$ cat src/rtl/trdb_resync_arbiter.sv
// trdb_resync_arbiter
// Takes the resync counter's resync_max level and waits for a slot with no
// packet in progress (or gives up waiting after MAX_WAIT cycles). It then
// requests a sync packet from the emitter, pulses resync_rst_o back to the
// counter once the request is acked, and keeps a saturating count of
// completed resyncs.
//
// Optional feature macro: TRDB_FORCE_RESYNC_EN
//   When defined, this adds the force_resync_i port. A software pulse on it
//   starts a resync from IDLE.
//
// state     | meaning
// ----------+-------------------------------------------------------------
// IDLE      | no resync in flight; watching for a trigger
// WAIT_SLOT | resync wanted; waiting for the emitter to be free
// REQ       | sync_req_o asserted; waiting for sync_ack_i
// CLEAR     | one-cycle resync_rst_o pulse to the counter, count bumped
module trdb_resync_arbiter #(
    parameter int MAX_WAIT = 16,
    parameter int CNT_W    = 8
) (
    input  logic             clk_i,
    input  logic             rst_ni,
`ifdef TRDB_FORCE_RESYNC_EN
    input  logic             force_resync_i,
`endif
    input  logic             trace_enabled_i,
    input  logic             resync_max_i,
    input  logic             packet_busy_i,
    input  logic             sync_ack_i,
    output logic             sync_req_o,
    output logic             resync_rst_o,
    output logic             resync_pending_o,
    output logic [CNT_W-1:0] resync_count_o
);

    localparam int                WAIT_W    = (MAX_WAIT > 1) ? $clog2(MAX_WAIT) : 1;
    localparam logic [WAIT_W-1:0] WAIT_LAST = WAIT_W'(MAX_WAIT - 1);

    typedef enum logic [1:0] {
        ST_IDLE,
        ST_WAIT_SLOT,
        ST_REQ,
        ST_CLEAR
    } state_t;

    state_t             state_q, state_d;
    logic [WAIT_W-1:0]  wait_q, wait_d;
    logic [CNT_W-1:0]   count_q, count_d;
    logic               blank_q, blank_d;
    logic               force_trig;
    logic               trigger;

    // Software force bypasses the blank mask: it is a deliberate request,
    // not the stale counter level that blank exists to hide.
`ifdef TRDB_FORCE_RESYNC_EN
    assign force_trig = force_resync_i & trace_enabled_i;
`else
    assign force_trig = 1'b0;
`endif

    assign trigger = (trace_enabled_i & resync_max_i & ~blank_q) | force_trig;

    // Next-state, wait counter, completed-resync count and blank flag.
    always_comb begin
        state_d = state_q;
        wait_d  = wait_q;
        count_d = count_q;
        blank_d = 1'b0;
        case (state_q)
            ST_IDLE: begin
                if (trigger) begin
                    state_d = ST_WAIT_SLOT;
                    wait_d  = '0;
                end
            end
            ST_WAIT_SLOT: begin
                if (!trace_enabled_i) begin
                    state_d = ST_IDLE;
                end else if (!packet_busy_i || (wait_q == WAIT_LAST)) begin
                    state_d = ST_REQ;
                end else begin
                    wait_d = wait_q + 1'b1;
                end
            end
            ST_REQ: begin
                // An ack takes priority over a disable seen in the same cycle.
                if (sync_ack_i) begin
                    state_d = ST_CLEAR;
                end else if (!trace_enabled_i) begin
                    state_d = ST_IDLE;
                end
            end
            ST_CLEAR: begin
                state_d = ST_IDLE;
                // The counter's resync_max only drops one cycle after our
                // pulse, so ignore it for the first IDLE cycle.
                blank_d = 1'b1;
                if (count_q != {CNT_W{1'b1}}) begin
                    count_d = count_q + 1'b1;
                end
            end
            default: begin
                state_d = ST_IDLE;
            end
        endcase
    end

    // State and bookkeeping registers.
    always_ff @(posedge clk_i or negedge rst_ni) begin
        if (!rst_ni) begin
            state_q <= ST_IDLE;
            wait_q  <= '0;
            count_q <= '0;
            blank_q <= 1'b0;
        end else begin
            state_q <= state_d;
            wait_q  <= wait_d;
            count_q <= count_d;
            blank_q <= blank_d;
        end
    end

    assign sync_req_o       = (state_q == ST_REQ);
    assign resync_rst_o     = (state_q == ST_CLEAR);
    assign resync_pending_o = (state_q == ST_WAIT_SLOT) || (state_q == ST_REQ);
    assign resync_count_o   = count_q;

endmodule
$ cat config.mk
export PLATFORM = sky130hd
export DESIGN_NAME = trdb_resync_arbiter
export DESIGN_NICKNAME = d
export VERILOG_FILES = /design/src/rtl/trdb_resync_arbiter.sv
export SDC_FILE = /design/constraint.sdc
export NUM_CORES = 1
export LEC_CHECK = 0
export ABC_AREA = 1
export BUFFER_PORTS_ARGS = -buffer_cell sky130_fd_sc_hd__buf_2
export CORE_UTILIZATION = 52
export CTS_BUF_LIST = sky130_fd_sc_hd__clkbuf_4
export CTS_CLUSTER_DIAMETER = 200
export DETAILED_ROUTE_END_ITERATION = 10
export PLACE_DENSITY_LB_ADDON = 0.08
export SLEW_MARGIN = 10
export SYNTH_ARGS = -nofsm -noshare
export SYNTH_HDL_FRONTEND = slang
export SYNTH_SLANG_ARGS = --single-unit
$ cat constraint.sdc
create_clock -name clk_i -period 1.8 [get_ports clk_i]
set_clock_uncertainty 0.1 [all_clocks]
set_input_delay 0.09 -clock clk_i [delete_from_list [all_inputs] [get_ports clk_i]]
set_output_delay 0.09 -clock clk_i [all_outputs]
set_load 0.01 [all_outputs]
==> flow_metrics.env, run 1 <==
export IMPL_areaGrowthSynthToFinish_pct=14.9
export IMPL_post_cts_setup_buffers=0
export IMPL_wl_um=1660
export IMPL_maxCapViolCount=0
export IMPL_finalMaxSlewViolations=0
export IMPL_grt_overflow=0
export IMPL_tritoncts="yes"
export IMPL_cp_endpoint="wait_q[3]"
export IMPL_boundaryPins=17
export IMPL_die_area_mm2=0.00195
export IMPL_cts_buffers=3
export IMPL_r2r_end="wait_q[3]"
export IMPL_cp_depth=7
export IMPL_crit_start="state_q[0]"
export IMPL_arrival_ps=1550
export IMPL_p_per_area_mw_per_mm2=1230
export IMPL_finalHoldViolations=0
export IMPL_crit_type="reg2reg"
export IMPL_crit_family="flip-flops"
export IMPL_r2r_start="state_q[0]"
export IMPL_die_y_um=44.1
export IMPL_synth_cell_types=19
export IMPL_synth_cells=118
export IMPL_tns_ps=0
export IMPL_synth_area_um2=923
export IMPL_final_area_mm2=0.00106
export IMPL_critPathMaxFanout=5
export IMPL_core_mm2=0.00158
export IMPL_r2r_slack_ps=340
export IMPL_drtAntennaViolNets=0
export IMPL_drc=0
export IMPL_max_stage_delay_ps=420
export IMPL_cpMostUsedCell="nand2_1"
export IMPL_period_needed_ps=1460
export IMPL_gr_usage_all_layers=0.202
export IMPL_cp_end_kind="register"
export IMPL_detail_route_vias_per_cell=4.97
export IMPL_finalSetupViolations=0
export IMPL_rsz0062_at_grt="false"
export IMPL_clock_latency_ps=280
export IMPL_worst_slew_pin_slew_ps=328
export IMPL_first_global_vias=711
export IMPL_grt_pass1_wl_um=2840
export IMPL_yosys_top_cells_area="dfrtp_1 (41%), nand2_1 (16%), ha_1 (8.1%)"
export IMPL_yosysTopAreaCell="dfrtp_1"
export IMPL_path_clk_slew_ps=90
export IMPL_fin_ws_ps=336
export IMPL_antenna_cells_inserted=0
export IMPL_syn_nets=130
export IMPL_grt_max_degree=16
export IMPL_status="completed"
export IMPL_drt_iter0_markers=16
export IMPL_post_dp_hpwl_um=1270
export IMPL_detailedRoute_firstPassIterationCount=5
export IMPL_port_buffers=16
export IMPL_ys_warn_count=0
export IMPL_hold_path_class="in2reg"
export IMPL_cts_sinks=15
export IMPL_gp_congestion=0.818
export IMPL_period_share=0.813
export IMPL_peakVddDrop_mv=0.799
export IMPL_rows=14
export IMPL_cts_root_buf="clkbuf_4"
export IMPL_cp_slowest_cell="dfrtp_1"
export IMPL_nNetsFinal=152
export IMPL_num_vias=771
export IMPL_cp_cell_sequence="inv_1, ha_1, nor2_1, a21oi_4, nand2_2, nand2_1, nand2_1"
export IMPL_post_place_ws_ps=325
export IMPL_die_x_um=44.1
export IMPL_slew_headroom=0.781
export IMPL_place_area_mm2=0.00102
export IMPL_worstPathRequired_ps=1880
export IMPL_critPathLaunchType="register"
export IMPL_holdWs_ps=92.8
export IMPL_max_freq_mhz=683
export IMPL_synth_seq_cells=15
export IMPL_antenna_found_initial=0
export IMPL_drive_gt1_frac=0.209
export IMPL_yosysTopAreaCellShare=0.407
export IMPL_htree_levels=1
export IMPL_initial_core_util=0.586
export IMPL_synth_seq_area_share=0.407
export IMPL_syn_area_per_cell_um2=7.83
export IMPL_wl_per_cell_um=10.7
export IMPL_reg2reg_depth=7
export IMPL_path_buf_inv=1
export IMPL_fill_cells=138
export IMPL_p_leak_nw=0.555
export IMPL_cts_buffer_depth=2
## tightest hold or removal path, stage by stage
cell and delay, ps:
buf_2 80, nand2_1 60, nand2_1 50, nand4_1 90
nand2_1 70
## per-stage QoR
step / cells / total power, mW / util
global route: 155 / 1.44 / 0.673
floorplan: 118 / 0.978 / -
finish: 155 / 1.31 / 0.673
CTS: 155 / 1.33 / 0.673
global placement: 150 / 1.12 / 0.649
detailed placement: 150 / 1.13 / 0.649
## worst min-delay path by stage
stage / start / to / slack (ps) / cells after the start
2_1_floorplan: rst_ni / blank_q / -310 / 0
3_3_place_gp: rst_ni / resync_count_o[1] / -90 / 1
3_5_place_dp: rst_ni / resync_count_o[1] / -90 / 1
4_1_cts: sync_ack_i / state_q[0] / 100 / 5
5_1_grt: sync_ack_i / state_q[0] / 130 / 5
6_report: sync_ack_i / state_q[0] / 90 / 5
## placed cells by master, fill, tap and decap left out, drive strengths merged
cell type	synthesis	final
a21oi	2	2
buf	0	16
clkbuf	0	3
clkinv	0	1
dfrtp	15	15
dlygate4sd3	0	1
ha	6	6
inv	13	13
nand2	44	44
nand3	14	14
nand3b	4	4
nand4	2	2
nor2	9	9
nor3	1	1
o21ai	3	3
xnor2	3	3
xor2	2	2
## cell usage after synthesis, drive strengths merged
library cell	count
a21oi	2
dfrtp	15
ha	6
inv	13
nand2	44
nand3	14
nand3b	4
nand4	2
nor2	9
nor3	1
o21ai	3
xnor2	3
xor2	2
## report_power, final
group / internal (mW) / switching, mW / leakage [nW]
registers: 0.418 / 0.0824 / 0.202
clock network: 0.0825 / 0.109 / 0.0177
logic: 0.245 / 0.372 / 0.335
## area by class of cell
type / count / area [um^2] / share of cell area
timing repair buffer: 17 / 90.1 / 0.0849
sequential: 15 / 375 / 0.354
tap: 16 / 20.0 / 0.0189
inverter: 13 / 51.3 / 0.0483
multi-input combinational: 90 / 497 / 0.468
clock buffer: 3 / 22.5 / 0.0212
clock inverter: 1 / 5.00 / 0.00472
## flip-flops by register name, indices dropped and copies added (netlist names)
register        count
blank_q             1
resync_count_o      8
state_q             2
wait_q              4
## logic make-up after synthesis
kind of cell | Yosys count | synth area share
simple gates | 74 | 0.362
flops | 15 | 0.407
buf+inv | 13 | 0.0556
fa+ha+maj | 6 | 0.0813
compound gates | 5 | 0.0474
xor+xnor | 5 | 0.0474
## timing repair
| item | 4_1_cts | 5_1_grt |
|---|---|---|
| hold buffers | 1 | 0 |
| endpoints found under the hold margin | 15 | 0 |
| resized for setup | 0 | 0 |
## per-layer routing
| metal | GRT usage | routed length (um) | vias up |
|---|---|---|---|
| li1 | - | - | 417 |
| met1 | 0.247 | 783 | 338 |
| met2 | 0.338 | 801 | 12 |
| met3 | 0.0245 | 45 | 4 |
| met4 | 0.127 | 33 | 0 |
| met5 | 0 | 0 | - |
Note: power is estimated with default switching activity, not from simulation.
==> run 2: changes to the inputs <==
--- a/config.mk
+++ b/config.mk
@@ -5,7 +5,7 @@
 export SDC_FILE = /design/constraint.sdc
 export NUM_CORES = 1
 export LEC_CHECK = 0
-export ABC_AREA = 1
+export ABC_AREA = 0
 export BUFFER_PORTS_ARGS = -buffer_cell sky130_fd_sc_hd__buf_2
 export CORE_UTILIZATION = 52
 export CTS_BUF_LIST = sky130_fd_sc_hd__clkbuf_4
==> constraint.sdc (replaced) <==
create_clock -name clk_i -period 1.45 [get_ports clk_i]
set_clock_uncertainty 0.1 [all_clocks]
set_input_delay 0.0725 -clock clk_i [delete_from_list [all_inputs] [get_ports clk_i]]
set_output_delay 0.0725 -clock clk_i [all_outputs]
set_load 0.01 [all_outputs]
==> flow_metrics.env, run 2 <==
export IMPL_status="finished, violations left"
export IMPL_violations="setup timing"
export IMPL_layout_common_cells="buf_4 (24), dfrtp_1 (14), buf_2 (14)"
export IMPL_yosysTopAreaCell="dfrtp_1"
export IMPL_worstHoldEndpoint="state_q[0]"
export IMPL_p_leak_nw=0.678
export IMPL_synth_cells=81
export IMPL_die_y_um=41.9
export IMPL_cts_root_buf="clkbuf_4"
export IMPL_cp_end_kind="register"
export IMPL_die_x_um=41.9
export IMPL_wl_um=3640
export IMPL_worstPathRequired_ps=1570
export IMPL_yosys_top_cells_area="dfrtp_1 (45%), ha_1 (9.1%), mux2_2 (4.1%)"
export IMPL_drive_gt1_frac=0.621
export IMPL_areaGrowthSynthToFinish_pct=70.7
export IMPL_htree_levels=1
export IMPL_grt_overflow=0
export IMPL_synth_area_um2=827
export IMPL_synth_cell_types=29
export IMPL_fill_cells=36
export IMPL_nNetsFinal=145
export IMPL_synth_seq_cells=15
export IMPL_maxCapViolCount=0
export IMPL_finalHoldViolations=0
export IMPL_synth_most_common_cell="dfrtp_1"
export IMPL_rows=14
export IMPL_synth_seq_area_share=0.454
export IMPL_boundaryPins=17
export IMPL_gr_usage_all_layers=0.316
export IMPL_initial_core_util=0.555
export IMPL_reg2reg_depth=5
export IMPL_port_buffers=16
export IMPL_final_common_cell="buf_4"
export IMPL_r2r_end="wait_q[3]"
export IMPL_crit_type="reg2reg"
export IMPL_synthArstFlopShare=1.00
export IMPL_detailedRoute_firstPassIterationCount=4
export IMPL_wl_per_cell_um=24.6
export IMPL_p_per_area_mw_per_mm2=1850
export IMPL_tritoncts="yes"
export IMPL_min_delay_path_depth=3
export IMPL_synth_top_family_by_area="simple AND/OR/NAND/NOR gates"
export IMPL_critPathMaxFanout=3
export IMPL_synth_adder_area_share=0.0908
export IMPL_cts_sinks=15
export IMPL_critPathLaunchType="register"
export IMPL_ys_flop_type="dfrtp_1"
export IMPL_synth_mux_area_frac=0.0832
export IMPL_yosysTopAreaCellShare=0.454
export IMPL_slew_headroom=0.760
export IMPL_gp_congestion=0.789
export IMPL_antenna_cells_inserted=0
export IMPL_syn_area_per_cell_um2=10.2
export IMPL_synthSimpleGateAreaFrac=0.200
export IMPL_antenna_found_initial=0
export IMPL_rsz0062_at_grt="true"
export IMPL_period_needed_ps=1790
export IMPL_cts_buffer_depth=2
export IMPL_largest_reg_flops=8
export IMPL_max_freq_mhz=557
export IMPL_finalMaxSlewViolations=0
export IMPL_cts_buffers=3
export IMPL_finalSetupViolations=15
export IMPL_detail_route_vias_per_cell=6.60
export IMPL_worst_slew_pin_slew_ps=360
export IMPL_synth_edf_count=0
export IMPL_period_share=1.24
export IMPL_r2r_slack_ps=-340
export IMPL_drc=0
export IMPL_num_vias=977
export IMPL_synthTopCellsByCount="dfrtp_1 (15), nand2_1 (8), ha_1 (6), nand3_1 (6), nor2_1 (5)"
export IMPL_clock_latency_ps=310
export IMPL_core_mm2=0.00149
export IMPL_synth_compound_area_frac=0.107
export IMPL_drtAntennaViolNets=0
export IMPL_peakVddDrop_mv=1.40
export IMPL_arrival_ps=1920
export IMPL_first_global_vias=826
export IMPL_grt_max_degree=16
export IMPL_grt_pass1_wl_um=3980
export IMPL_drt_iter0_markers=75
export IMPL_path_clk_slew_ps=110
export IMPL_synthXorXnorAreaFrac=0.0424
export IMPL_die_area_mm2=0.00175
export IMPL_hold_start="sync_ack_i"
export IMPL_post_dp_hpwl_um=1330
export IMPL_finalCoreUtilization=0.948
export IMPL_fin_ws_ps=-344
export IMPL_syn_nets=93
export IMPL_power_mw=2.60
export IMPL_hold_path_class="in2reg"
export IMPL_ys_warn_count=0
export IMPL_r2r_start="state_q[0]"
==> run 2: through the flow <==
step	cell area [um^2]	setup WS [ps]	hold WS (ps)	instances	setup TNS, ps
2_1_floorplan	867	-277	-323	81	-774
3_3_place_gp	1120	-256	-106	134	-1350
3_5_place_dp	1120	-312	-101	134	-1550
4_1_cts	1300	-284	19.2	145	-1570
5_1_grt	1410	-373	62.4	148	-3360
6_report	1410	-344	15.1	148	-2860
==> run 2: worst max-delay path, cell delays in order (launching register included) <==
cell and delay [ps]:
dfrtp_2 470, inv_2 100, ha_4 150, mux2_4 320, or3_4 350, o311ai_4 210
==> run 2: logic make-up (layout without fill, tap and decap cells) <==
kind of cell	count (synthesis)	in the layout
fa+ha+maj	6	6
simple gates	32	32
flops	15	15
compound gates	13	13
xor+xnor	4	4
buf+inv	5	56
mux	6	6
==> run 2: how the worst max path moves through the flow <==
stage | start | to | slack, ps | depth (start not counted)
2_1_floorplan | state_q[1] | wait_q[3] | -280 | 6
3_3_place_gp | wait_q[0] | state_q[1] | -260 | 6
3_5_place_dp | state_q[0] | wait_q[3] | -310 | 5
4_1_cts | state_q[0] | wait_q[3] | -280 | 5
5_1_grt | state_q[0] | wait_q[1] | -370 | 6
6_report | state_q[0] | wait_q[3] | -340 | 5
==> run 2: power by group <==
| part | total (mW) | switching, mW | leakage [nW] | internal, mW |
|---|---|---|---|---|
| Sequential | 0.660 | 0.115 | 0.196 | 0.544 |
| Combinational | 1.66 | 0.818 | 0.464 | 0.847 |
| Clock | 0.280 | 0.177 | 0.0177 | 0.103 |
| Total | 2.60 | 1.11 | 0.678 | 1.49 |
==> run 2: final cells by class <==
| type | instances | area, um^2 | share of cell area |
|---|---|---|---|
| clock buffers | 3 | 22.5 | 0.0160 |
| clock inverters | 1 | 5.00 | 0.00355 |
| inverters | 5 | 21.3 | 0.0151 |
| multi-input cells | 61 | 616 | 0.436 |
| flip-flops and latches | 15 | 377 | 0.267 |
| well taps | 16 | 20.0 | 0.0142 |
| repair buffers | 47 | 350 | 0.248 |
==> run 2: repair_timing <==
item                                    in CTS  in global routing
pin swaps                                    6                  8
hold buffers                                 1                  0
gates resized for setup                     20                 16
setup buffers                                6                  5
endpoints found under the setup margin      12                 15
gates cloned                                 0                  0
endpoints found under the hold margin       15                  0
==> run 2: metal layers <==
metal / part of all wire / global-route usage / routed length (um) / up-vias
met1: 0.36 / 0.396 / 1320 / 469
met4: 0.055 / 0.135 / 201 / 0
li1: - / - / - / 396
met2: 0.49 / 0.534 / 1790 / 89
met3: 0.092 / 0.0522 / 335 / 23
met5: 0 / 0 / 0 / -
==> run 3: changes to the inputs <==
--- a/config.mk
+++ b/config.mk
@@ -11,7 +11,7 @@
 export CTS_BUF_LIST = sky130_fd_sc_hd__clkbuf_4
 export CTS_CLUSTER_DIAMETER = 200
 export DETAILED_ROUTE_END_ITERATION = 10
-export PLACE_DENSITY_LB_ADDON = 0.08
+export PLACE_DENSITY = 0.76
 export SLEW_MARGIN = 10
 export SYNTH_ARGS = -nofsm -noshare
 export SYNTH_HDL_FRONTEND = slang
==> flow_metrics.env, run 3 (synthesized netlist as in run 2, its figures left out) <==
export IMPL_core_mm2=0.00149
export IMPL_worst_slew_pin_slew_ps=347
export IMPL_tns_ps=-1640
export IMPL_grt_pass1_wl_um=3760
export IMPL_post_place_ws_ps=-276
export IMPL_maxCapViolCount=0
export IMPL_crit_type="reg2reg"
export IMPL_boundaryPins=17
export IMPL_final_common_cell="buf_4"
export IMPL_die_area_mm2=0.00175
export IMPL_p_per_area_mw_per_mm2=1700
export IMPL_die_y_um=41.9
export IMPL_peakVddDrop_mv=1.34
export IMPL_grt_overflow=0
export IMPL_port_buffers=16
export IMPL_reg2reg_depth=6
export IMPL_hold_path_class="in2reg"
export IMPL_gp_congestion=0.845
export IMPL_antenna_found_initial=0
export IMPL_hold_start="sync_ack_i"
export IMPL_r2r_slack_ps=-290
export IMPL_post_dp_hpwl_um=1710
export IMPL_fin_ws_ps=-288
export IMPL_cts_root_buf="clkbuf_4"
export IMPL_largest_reg_flops=8
export IMPL_seqCellArea_um2=377
export IMPL_max_freq_mhz=575
export IMPL_layout_common_cells="buf_4 (24), buf_2 (16), dfrtp_1 (14)"
export IMPL_period_needed_ps=1740
export IMPL_grt_max_degree=16
export IMPL_clock_latency_ps=280
export IMPL_cts_buffers=3
export IMPL_drc=0
export IMPL_min_delay_path_depth=3
export IMPL_p_leak_nw=0.638
export IMPL_initial_core_util=0.555
export IMPL_finalSetupViolations=11
export IMPL_cp_end_kind="register"
export IMPL_critPathMaxFanout=4
export IMPL_r2r_end="wait_q[3]"
export IMPL_r2r_start="state_q[1]"
export IMPL_gr_usage_all_layers=0.296
export IMPL_rows=14
export IMPL_status="finished, violations left"
export IMPL_tritoncts="yes"
export IMPL_cts_buffer_depth=2
export IMPL_worstHoldEndpoint="state_q[0]"
export IMPL_final_area_mm2=0.00128
export IMPL_die_x_um=41.9
export IMPL_nNetsFinal=140
export IMPL_cts_sinks=15
export IMPL_wl_um=2360
export IMPL_detailedRoute_firstPassIterationCount=4
export IMPL_rsz0062_at_grt="true"
export IMPL_violations="setup timing"
export IMPL_drive_gt1_frac=0.551
export IMPL_areaGrowthSynthToFinish_pct=55.2
export IMPL_htree_levels=1
export IMPL_critPathLaunchType="register"
export IMPL_detail_route_vias_per_cell=5.91
export IMPL_first_global_vias=827
export IMPL_arrival_ps=1840
export IMPL_worstPathRequired_ps=1550
export IMPL_num_vias=845
export IMPL_finalMaxSlewViolations=0
export IMPL_place_area_mm2=0.00115
export IMPL_wl_per_cell_um=16.5
export IMPL_antenna_cells_inserted=0
export IMPL_fill_cells=83
export IMPL_drt_iter0_markers=30
export IMPL_slew_headroom=0.768
export IMPL_multiInputGateArea_um2=559
export IMPL_period_share=1.20
export IMPL_finalHoldViolations=0
export IMPL_path_clk_slew_ps=100
export IMPL_drtAntennaViolNets=0
[run 3: worst max-delay path by stage]
| stage | from | endpoint | slack, ps | cells after the start |
|---|---|---|---|---|
| floorplan | state_q[1] | wait_q[3] | -280 | 6 |
| global placement | state_q[0] | wait_q[3] | -270 | 5 |
| detailed placement | state_q[0] | state_q[1] | -280 | 6 |
| CTS | state_q[0] | wait_q[3] | -290 | 5 |
| global route | state_q[1] | wait_q[3] | -340 | 6 |
| finish | state_q[1] | wait_q[3] | -290 | 6 |
[run 3: metal layers]
layer | global-route usage | wire length (um) | up-vias
met1 | 0.315 | 841 | 413
met5 | 0 | 0 | -
met2 | 0.550 | 1370 | 37
met4 | 0.135 | 53 | 0
li1 | - | - | 387
met3 | 0.0609 | 93 | 8
[run 3: per-stage QoR]
step	hold slack (ps)	power, mW	cells	util
2_1_floorplan	-323	1.23	81	-
3_3_place_gp	-104	1.68	137	0.771
3_5_place_dp	-104	1.76	137	0.771
4_1_cts	43.0	2.10	142	0.829
5_1_grt	50.3	2.33	143	0.862
6_report	24.6	2.18	143	0.862
[run 3: area by class of cell]
class	count	area share
Clock buffer	3	0.0175
Sequential cell	15	0.293
Multi-Input combinational cell	61	0.436
Tap cell	16	0.0156
Timing Repair Buffer	42	0.219
Clock inverter	1	0.00390
Inverter	5	0.0146
[run 3: critical path, cell delays in order, from the launching register on]
cell and delay [ps]:
dfrtp_1 420, inv_2 110, ha_4 140, inv_2 50, mux2_4 270, or3_4 330, o311ai_2 240
[run 3: power breakdown]
part	switching [mW]	internal (mW)
clock network	0.146	0.102
logic	0.606	0.683
registers	0.0987	0.544
total	0.850	1.33
[run 3: repair_timing]
item                                   4_1_cts  5_1_grt
setup endpoints to repair                   15       14
hold buffers                                 1        0
gates cloned                                 0        0
pin swaps                                    4        9
endpoints found under the hold margin       15        0
resized for setup                            9       10
setup buffers                                0        1
